==> src/rtl/dead_time_gen.sv <==
// Complementary high/low gate-drive pair with per-edge dead time.
// Optional DEAD_TIME_FAULT_EN adds a latched fault shutdown.
module dead_time_gen #(
    parameter int DT_W          = 8,
    parameter bit LO_ACTIVE_LOW = 1'b0
) (
    input  logic            clk,
    input  logic            rst,
    input  logic            en,
    input  logic            pwm_in,
    input  logic [DT_W-1:0] dead_rise,
    input  logic [DT_W-1:0] dead_fall,
    output logic            pwm_hi,
    output logic            pwm_lo,
    output logic            dt_active
`ifdef DEAD_TIME_FAULT_EN
    ,
    input  logic            fault_in,
    output logic            fault_flag
`endif
);

    typedef enum logic [2:0] {
        OFF     = 3'd0,
        LO_ON   = 3'd1,
        DT_RISE = 3'd2,
        HI_ON   = 3'd3,
        DT_FALL = 3'd4
`ifdef DEAD_TIME_FAULT_EN
        ,
        FAULT   = 3'd5
`endif
    } state_t;

    localparam logic [DT_W-1:0] ONE  = {{(DT_W-1){1'b0}}, 1'b1};
    localparam logic [DT_W-1:0] ZERO = '0;

    state_t          state, state_d;
    logic [DT_W-1:0] cnt, cnt_d;
    logic            hi_d, lo_d, dt_d;

    always_ff @(posedge clk) begin
        if (rst) begin
            state     <= OFF;
            cnt       <= ZERO;
            pwm_hi    <= 1'b0;
            pwm_lo    <= LO_ACTIVE_LOW;
            dt_active <= 1'b0;
        end else begin
            state     <= state_d;
            cnt       <= cnt_d;
            pwm_hi    <= hi_d;
            pwm_lo    <= lo_d ^ LO_ACTIVE_LOW;
            dt_active <= dt_d;
        end
    end

`ifdef DEAD_TIME_FAULT_EN
    always_ff @(posedge clk) begin
        if (rst)
            fault_flag <= 1'b0;
        else
            fault_flag <= (state_d == FAULT);
    end
`endif

    // Dead-time values are only sampled on entry into a DT state.
    always_comb begin
        state_d = state;
        cnt_d   = cnt;
`ifdef DEAD_TIME_FAULT_EN
        if (fault_in) begin
            state_d = FAULT;
            cnt_d   = ZERO;
        end else
`endif
        if (!en) begin
            state_d = OFF;
            cnt_d   = ZERO;
        end else begin
            unique case (state)
                OFF: begin
                    state_d = pwm_in ? HI_ON : LO_ON;
                end
                LO_ON: begin
                    if (pwm_in) begin
                        if (dead_rise == ZERO) begin
                            state_d = HI_ON;
                        end else begin
                            state_d = DT_RISE;
                            cnt_d   = dead_rise - ONE;
                        end
                    end
                end
                DT_RISE: begin
                    if (!pwm_in)
                        state_d = LO_ON;
                    else if (cnt == ZERO)
                        state_d = HI_ON;
                    else
                        cnt_d = cnt - ONE;
                end
                HI_ON: begin
                    if (!pwm_in) begin
                        if (dead_fall == ZERO) begin
                            state_d = LO_ON;
                        end else begin
                            state_d = DT_FALL;
                            cnt_d   = dead_fall - ONE;
                        end
                    end
                end
                DT_FALL: begin
                    if (pwm_in)
                        state_d = HI_ON;
                    else if (cnt == ZERO)
                        state_d = LO_ON;
                    else
                        cnt_d = cnt - ONE;
                end
`ifdef DEAD_TIME_FAULT_EN
                FAULT: begin
                    state_d = FAULT;
                end
`endif
                default: begin
                    state_d = OFF;
                    cnt_d   = ZERO;
                end
            endcase
        end
    end

    always_comb begin
        hi_d = (state_d == HI_ON);
        lo_d = (state_d == LO_ON);
        dt_d = (state_d == DT_RISE) || (state_d == DT_FALL);
    end

endmodule
==> config.mk <==
export PLATFORM = sky130hd
export DESIGN_NAME = dead_time_gen
export DESIGN_NICKNAME = d
export VERILOG_FILES = /design/src/rtl/dead_time_gen.sv
export SDC_FILE = /design/constraint.sdc
export NUM_CORES = 1
export LEC_CHECK = 0
export CAP_MARGIN = 20
export CORE_ASPECT_RATIO = 1.2
export CORE_MARGIN = 5
export CORE_UTILIZATION = 30
export CTS_CLUSTER_DIAMETER = 60
export DETAILED_ROUTE_END_ITERATION = 12
export GPL_TIMING_DRIVEN = 0
export PLACE_DENSITY = 0.52
export REMOVE_ABC_BUFFERS = 1
export SLEW_MARGIN = 5
export SYNTH_ARGS = -nofsm -noshare
export SYNTH_HDL_FRONTEND = slang
export SYNTH_SLANG_ARGS = --single-unit
==> constraint.sdc <==
create_clock -name clk -period 2.1 [get_ports clk]
set_input_delay 0.525 -clock clk [delete_from_list [all_inputs] [get_ports clk]]
set_output_delay 0.525 -clock clk [all_outputs]
set_load 0.05 [all_outputs]
Yosys cells after proc, flatten, opt, wreduce, memory -nomap -nowiden

Cells that the tools add are included.

Bits in latches: 0
Output and inout bits: 3
Memory bits (read-only): 0
Memories: 0
Bits in registers: 14
Bits in writable memories: 0
Logic and storage cells: 50
Bits of input ports: 20

Bitwise operators: 2
Multiply operators: 0
Divide/modulo/power cells: 0
Reduce and logical (&&, ||, !) cells: 7
Muxes and demuxes: 19
Add/sub/neg operators: 3
Equality and inequality tests: 14
Shift-type cells: 0
$lt $le $gt $ge: 0

Operator list:

| kind                                                                | number |
|---|---|
| 8-bit two-way mux                                                   | 7 |
| 8-bit case mux with 5 select lines                                  | 1 |
| 8-bit zero test                                                     | 3 |
| 3-bit two-way mux                                                   | 8 |
| 8-bit by 1-bit subtractor with 8-bit output (second input constant) | 3 |
| 3-bit case mux with 5 select lines                                  | 1 |
| 3-bit by 2-bit == test with 1-bit output (second input constant)    | 4 |
| 2-bit != test (second input constant)                               | 6 |
| 7-bit AND reduction                                                 | 1 |
| 3-bit by 1-bit == test with 1-bit output (second input constant)    | 2 |
| 3-bit == test (second input constant)                               | 2 |
| 3-bit zero test                                                     | 1 |
| 2-bit two-way mux                                                   | 1 |
| 1-bit NOT                                                           | 2 |
| 2-bit OR reduction                                                  | 1 |
| 1-bit logical OR                                                    | 1 |
| 1-bit two-way mux                                                   | 1 |

Longest topological paths before layout

Depth after elaboration: 7
Gate-level depth with buffers: 10
Gate-level depth less buffers: 8

Worst setup path before layout

OpenSTA, ideal clock, no wires.

Path kind: reg-to-reg
From: register state[1]
To: register cnt[6]
Library setup time: 0.117 ns
Path buffers: 1
Slack: -0.164 ns
Cell stages (with the launch flop): 10
Arrival time: 2.147 ns
Data required time: 1.983 ns
Period minus slack after synthesis: 2.264 ns
Cell sequence: dfxtp_1 -> buf_2 -> or2_2 -> o32ai_1 -> a21o_1 -> ha_1 -> nand3_1 -> or4b_1 -> xnor2_1 -> a32o_1

Word-level cells in the longest chain between the ends: 3
Elaborated cells on any way between the ends: 14
Classes of those cells: eq/ne (10); mux (1); bitwise (1); reduce/logical (2)

Ends and longest elaborated chain:

| element                                                                | line | RTL |
|---|---|---|
| start, declared                                                        | 38   | `state_t state, state_d;` |
| start signal, assigned                                                 | 50   | `state <= state_d;` |
| 3-bit by 2-bit == test with 1-bit output, or another cell as far along | 81   | `unique case (state)` |
| 2-bit != test (no source line) or 1-bit NOT (tied branches)            | -    |  |
| 7-bit AND reduction (no source line)                                   | -    |  |
| end signal, assigned                                                   | 51   | `cnt <= cnt_d;` |
| end, declared                                                          | 39   | `logic [DT_W-1:0] cnt, cnt_d;` |

Several ways; a longest one is shown, not always the timed one.
A chain may end at the register's enable or synchronous reset.

Final worst setup path

From: input port dead_rise[5]
To: register cnt[6]

Word-level cells in the longest chain between the ends: 4
Elaborated cells on any way between the ends: 7
Classes of those cells: add/sub (1); eq/ne (1); mux (3); reduce/logical (2)

Ends and longest elaborated chain:

| element                                     | line | RTL |
|---|---|---|
| start, declared                             | 11   | `input logic [DT_W-1:0] dead_rise,` |
| 8-bit by 1-bit subtractor with 8-bit output | 91   | `cnt_d = dead_rise - ONE;` |
| 8-bit two-way mux                           | 87   | `if (dead_rise == ZERO) begin` |
| 8-bit two-way mux                           | 86   | `if (pwm_in) begin` |
| 8-bit case mux with 5 select lines          | 81   |  |

Several ways; a longest one is shown, not always the timed one. The select of a mux whose other input is x is not followed.

==> impl_metrics.csv <==
group,metric,value,unit
run_status,status,"finished with violations",
run_status,violations,"setup timing",
logic_synthesis,yosys-top-cells-area,"dfxtp_1 27%, nor4_1 4.2%, o32ai_1 4.2%, o22ai_1 3.6%, or2_2 3.6%",
timing,finClkSkew,0.000427,ns
timing,rsz0062_at_grt,"yes",
drt,antenna_left,0,
timing,worst_hold_slack,0.494,ns
worst_setup_path,cp-start-kind,"input pin",
power_and_ir_drop,power.density,528,nW/um^2
grt,antenna_found_initial,0,
drt,vias_per_cell,5.90,
grt,grt_max_degree,13,
drt,totalWireLength,3380,um
logic_synthesis,postSynth.asyncResetShare,0,%
clock_tree,insertion_delay,0.25,ns
place,gp_congestion,0.795,
logic_synthesis,syn_area_per_cell,7.83,um^2
worst_setup_path,path_delay_family,"simple AND/OR/NAND/NOR gates",
timing,period_needed,2.21,ns
timing,worst_slack,-0.114,ns
logic_synthesis,yosys-top-cells-count,"14 x dfxtp_1, 8 x nor2_1, 7 x nand3_1, 7 x nor4_1",
logic_synthesis,yosysWarningCount,0,
clock_tree,clock_path_buffers,2,
logic_synthesis,synth.yosys.seq_area_share,27.1,%
logic_synthesis,synthDistinctLibCells,42,
clock_tree,cts_tree,"built",
place,hpwl,2320,um
floorplanning,core_area,3340,um^2
clock_tree,h-tree-depth,1,
logic_synthesis,synth-edff-count,0,
cells_and_area,nFillCells,339,
cells_and_area,diodes,0,
worst_setup_path,crit_chain,"clkdlybuf4s50_1 -> or2_2 -> o32ai_2 -> a21oi_2 -> or4b_4 -> xnor2_2 -> a32o_1",
grt,grt_pass1_vias,1227,
worst_setup_path,cp_num_buf_inv,1,
worst_setup_path,critPathSlowestCell,"or4b_4",
worst_setup_path,max_stage_delay,0.51,ns
clock_tree,clk_pin_slew,0.06,ns
cells_and_area,regArea,292,um^2
logic_synthesis,synth_top_area_share,27.1,%
grt,grt_first_pass_wirelength,5970,um
timing,drv_slew,0,
floorplanning,row_count,23,
timing,hold_violations,0,
floorplanning,fp.dieW,63.6,um
power_and_ir_drop,p_switching,0.248,mW
logic_synthesis,synth_most_common_cell,"dfxtp_1",
clock_tree,cts_root_buf,"clkbuf_8",
power_and_ir_drop,p_leak,0.577,nW
cells_and_area,drive_gt1_share,30.3,%
power_and_ir_drop,p_int,0.570,mW
logic_synthesis,synth_cells,132,
logic_synthesis,synth-seq-cells,14,
worst_setup_path,worstSetupPathType,"in -> reg",
timing,timing.fmax,0.452,GHz
floorplanning,die_h,74.3,um
power_and_ir_drop,seq_power_share,35.7,%
logic_synthesis,synth_top_area_cell,"dfxtp_1",
worst_setup_path,required,2.24,ns
drt,dr.pass1.iters,4,
timing,tns,-0.114,ns
power_and_ir_drop,p_sw_share,30.3,%
power_and_ir_drop,p_comb_share,32.0,%
place,pre_cts_ws,-0.785,ns
clock_tree,cts_sinks,14,
worst_setup_path,cp.arrival,2.36,ns
drt,dr.first_iter.drc_count,67,
grt,overflow,0,
flow_run,max_cap_violations,0,
power_and_ir_drop,p_clk_share,32.2,%
power_and_ir_drop,ir_drop,430,uV
timing,worst_pin_slew,0.542,ns
logic_synthesis,synth_area,1030,um^2
timing,relSlewSlack,63.8,%
timing,setup_viol,1,
cells_and_area,multiInputGateArea,820,um^2
cells_and_area,nets,187,
cells_and_area,fin_util,46.4,%
worst_setup_path,endpoint_kind,"flop",
drt,drc,0,
cells_and_area,area_growth,50.0,%
floorplanning,start_util,31.0,%
place,port_buffers,22,
drt,post_drt_wl_per_cell,16.7,um
worst_setup_path,worstPathMaxFanout,4,
timing,fin_crit_sh,105,%
worst_hold_path,hold_class,"reg -> reg",
drt,vias,1192,
floorplanning,dieArea,4720,um^2
floorplanning,ios,23,
grt,grtUsageTotal,15.8,%
logic_synthesis,synthFlopType,"dfxtp_1",
clock_tree,cts_buffers,3,
## worst min-delay path, cell delays in order, from the launching register on
cell     delay (ns)
dfxtp_1        0.34
nand2_1        0.06
a21oi_1        0.05
## kinds of logic (layout without fill, tap and decap cells)
group,Yosys count,in the layout,synth area share [%]
buffers and inverters,12,45,5.45
AOI/OAI and AO/OA,40,40,28.7
and+or+nand+nor,61,61,33.4
DFF,14,14,27.1
adders and majority gates,1,1,1.21
xor gates and xnor gates,4,4,4.12
## final timing paths
path | start | endpoint | slack, ns | cells past startpoint
max | dead_rise[5] | cnt[6]$_SDFFE_PP0P_ | -0.11 | 7
min | cnt[3]$_SDFFE_PP0P_ | cnt[3]$_SDFFE_PP0P_ | 0.49 | 2
max reg2reg | state[1]$_SDFF_PP0_ | cnt[6]$_SDFFE_PP0P_ | -0.11 | 8
min reg2reg | cnt[3]$_SDFFE_PP0P_ | cnt[3]$_SDFFE_PP0P_ | 0.49 | 2
## final cells by class
type | instances | share of cell area [%]
Multi-Input combinational cell | 106 | 52.9
Timing Repair Buffer | 36 | 20.6
Sequential cell | 14 | 18.8
Clock buffer | 4 | 3.55
Tap cell | 37 | 2.99
Inverter | 5 | 1.21
## metrics by stage
step | instances | area, um^2 | total power, mW
after floorplan | 125 | 996 | 0.423
after global routing | 202 | 1550 | 0.866
after CTS | 199 | 1500 | 0.809
final | 202 | 1550 | 0.818
after global placement | 184 | 1260 | 0.504
after detailed placement | 184 | 1260 | 0.506
## registers in the layout, summed over array words and instances (netlist names)
name and count:
dt_active 1, cnt 8, state 3, pwm_hi 1, pwm_lo 1
## metal layers
| metal | wire, um | vias up | GRT usage (%) |
|---|---|---|---|
| li1 | - | 572 | - |
| met1 | 1430 | 569 | 19.0 |
| met2 | 1770 | 45 | 29.1 |
| met3 | 159 | 6 | 3.63 |
| met4 | 27 | 0 | 2.54 |
| met5 | 0 | - | 0 |
## timing repair
action	4_1_cts	5_1_grt
setup buffers	11	3
resized for setup	32	8
pin swaps	10	6
hold buffers	0	0
setup endpoints to repair	11	10
## power groups by stage
| stage | clock [mW] | combinational (mW) | sequential [mW] |
|---|---|---|---|
| 2_1_floorplan | 0 | 0.115 | 0.308 |
| 3_3_place_gp | 0 | 0.201 | 0.304 |
| 3_5_place_dp | 0 | 0.202 | 0.304 |
| 4_1_cts | 0.271 | 0.248 | 0.291 |
| 5_1_grt | 0.285 | 0.288 | 0.294 |
| 6_report | 0.264 | 0.262 | 0.292 |
## cell usage in the layout (no fill, tap or decap), drive strengths merged, types with 4 or more instances in the layout
cell type      netlist  routed
a21oi                5       5
a22oi                4       4
and2                 5       5
buf                  7      15
clkbuf               0       4
clkdlybuf4s50        0      17
dfxtp               14      14
inv                  5       5
nand2                6       6
nand3                7       7
nor2                 8       8
nor2b                5       5
nor3                 4       4
nor4                 7       7
o21ai                6       6
o22ai                6       6
o32ai                6       6
or2                  6       6
xnor2                4       4
(Power assumes the default switching activity.)
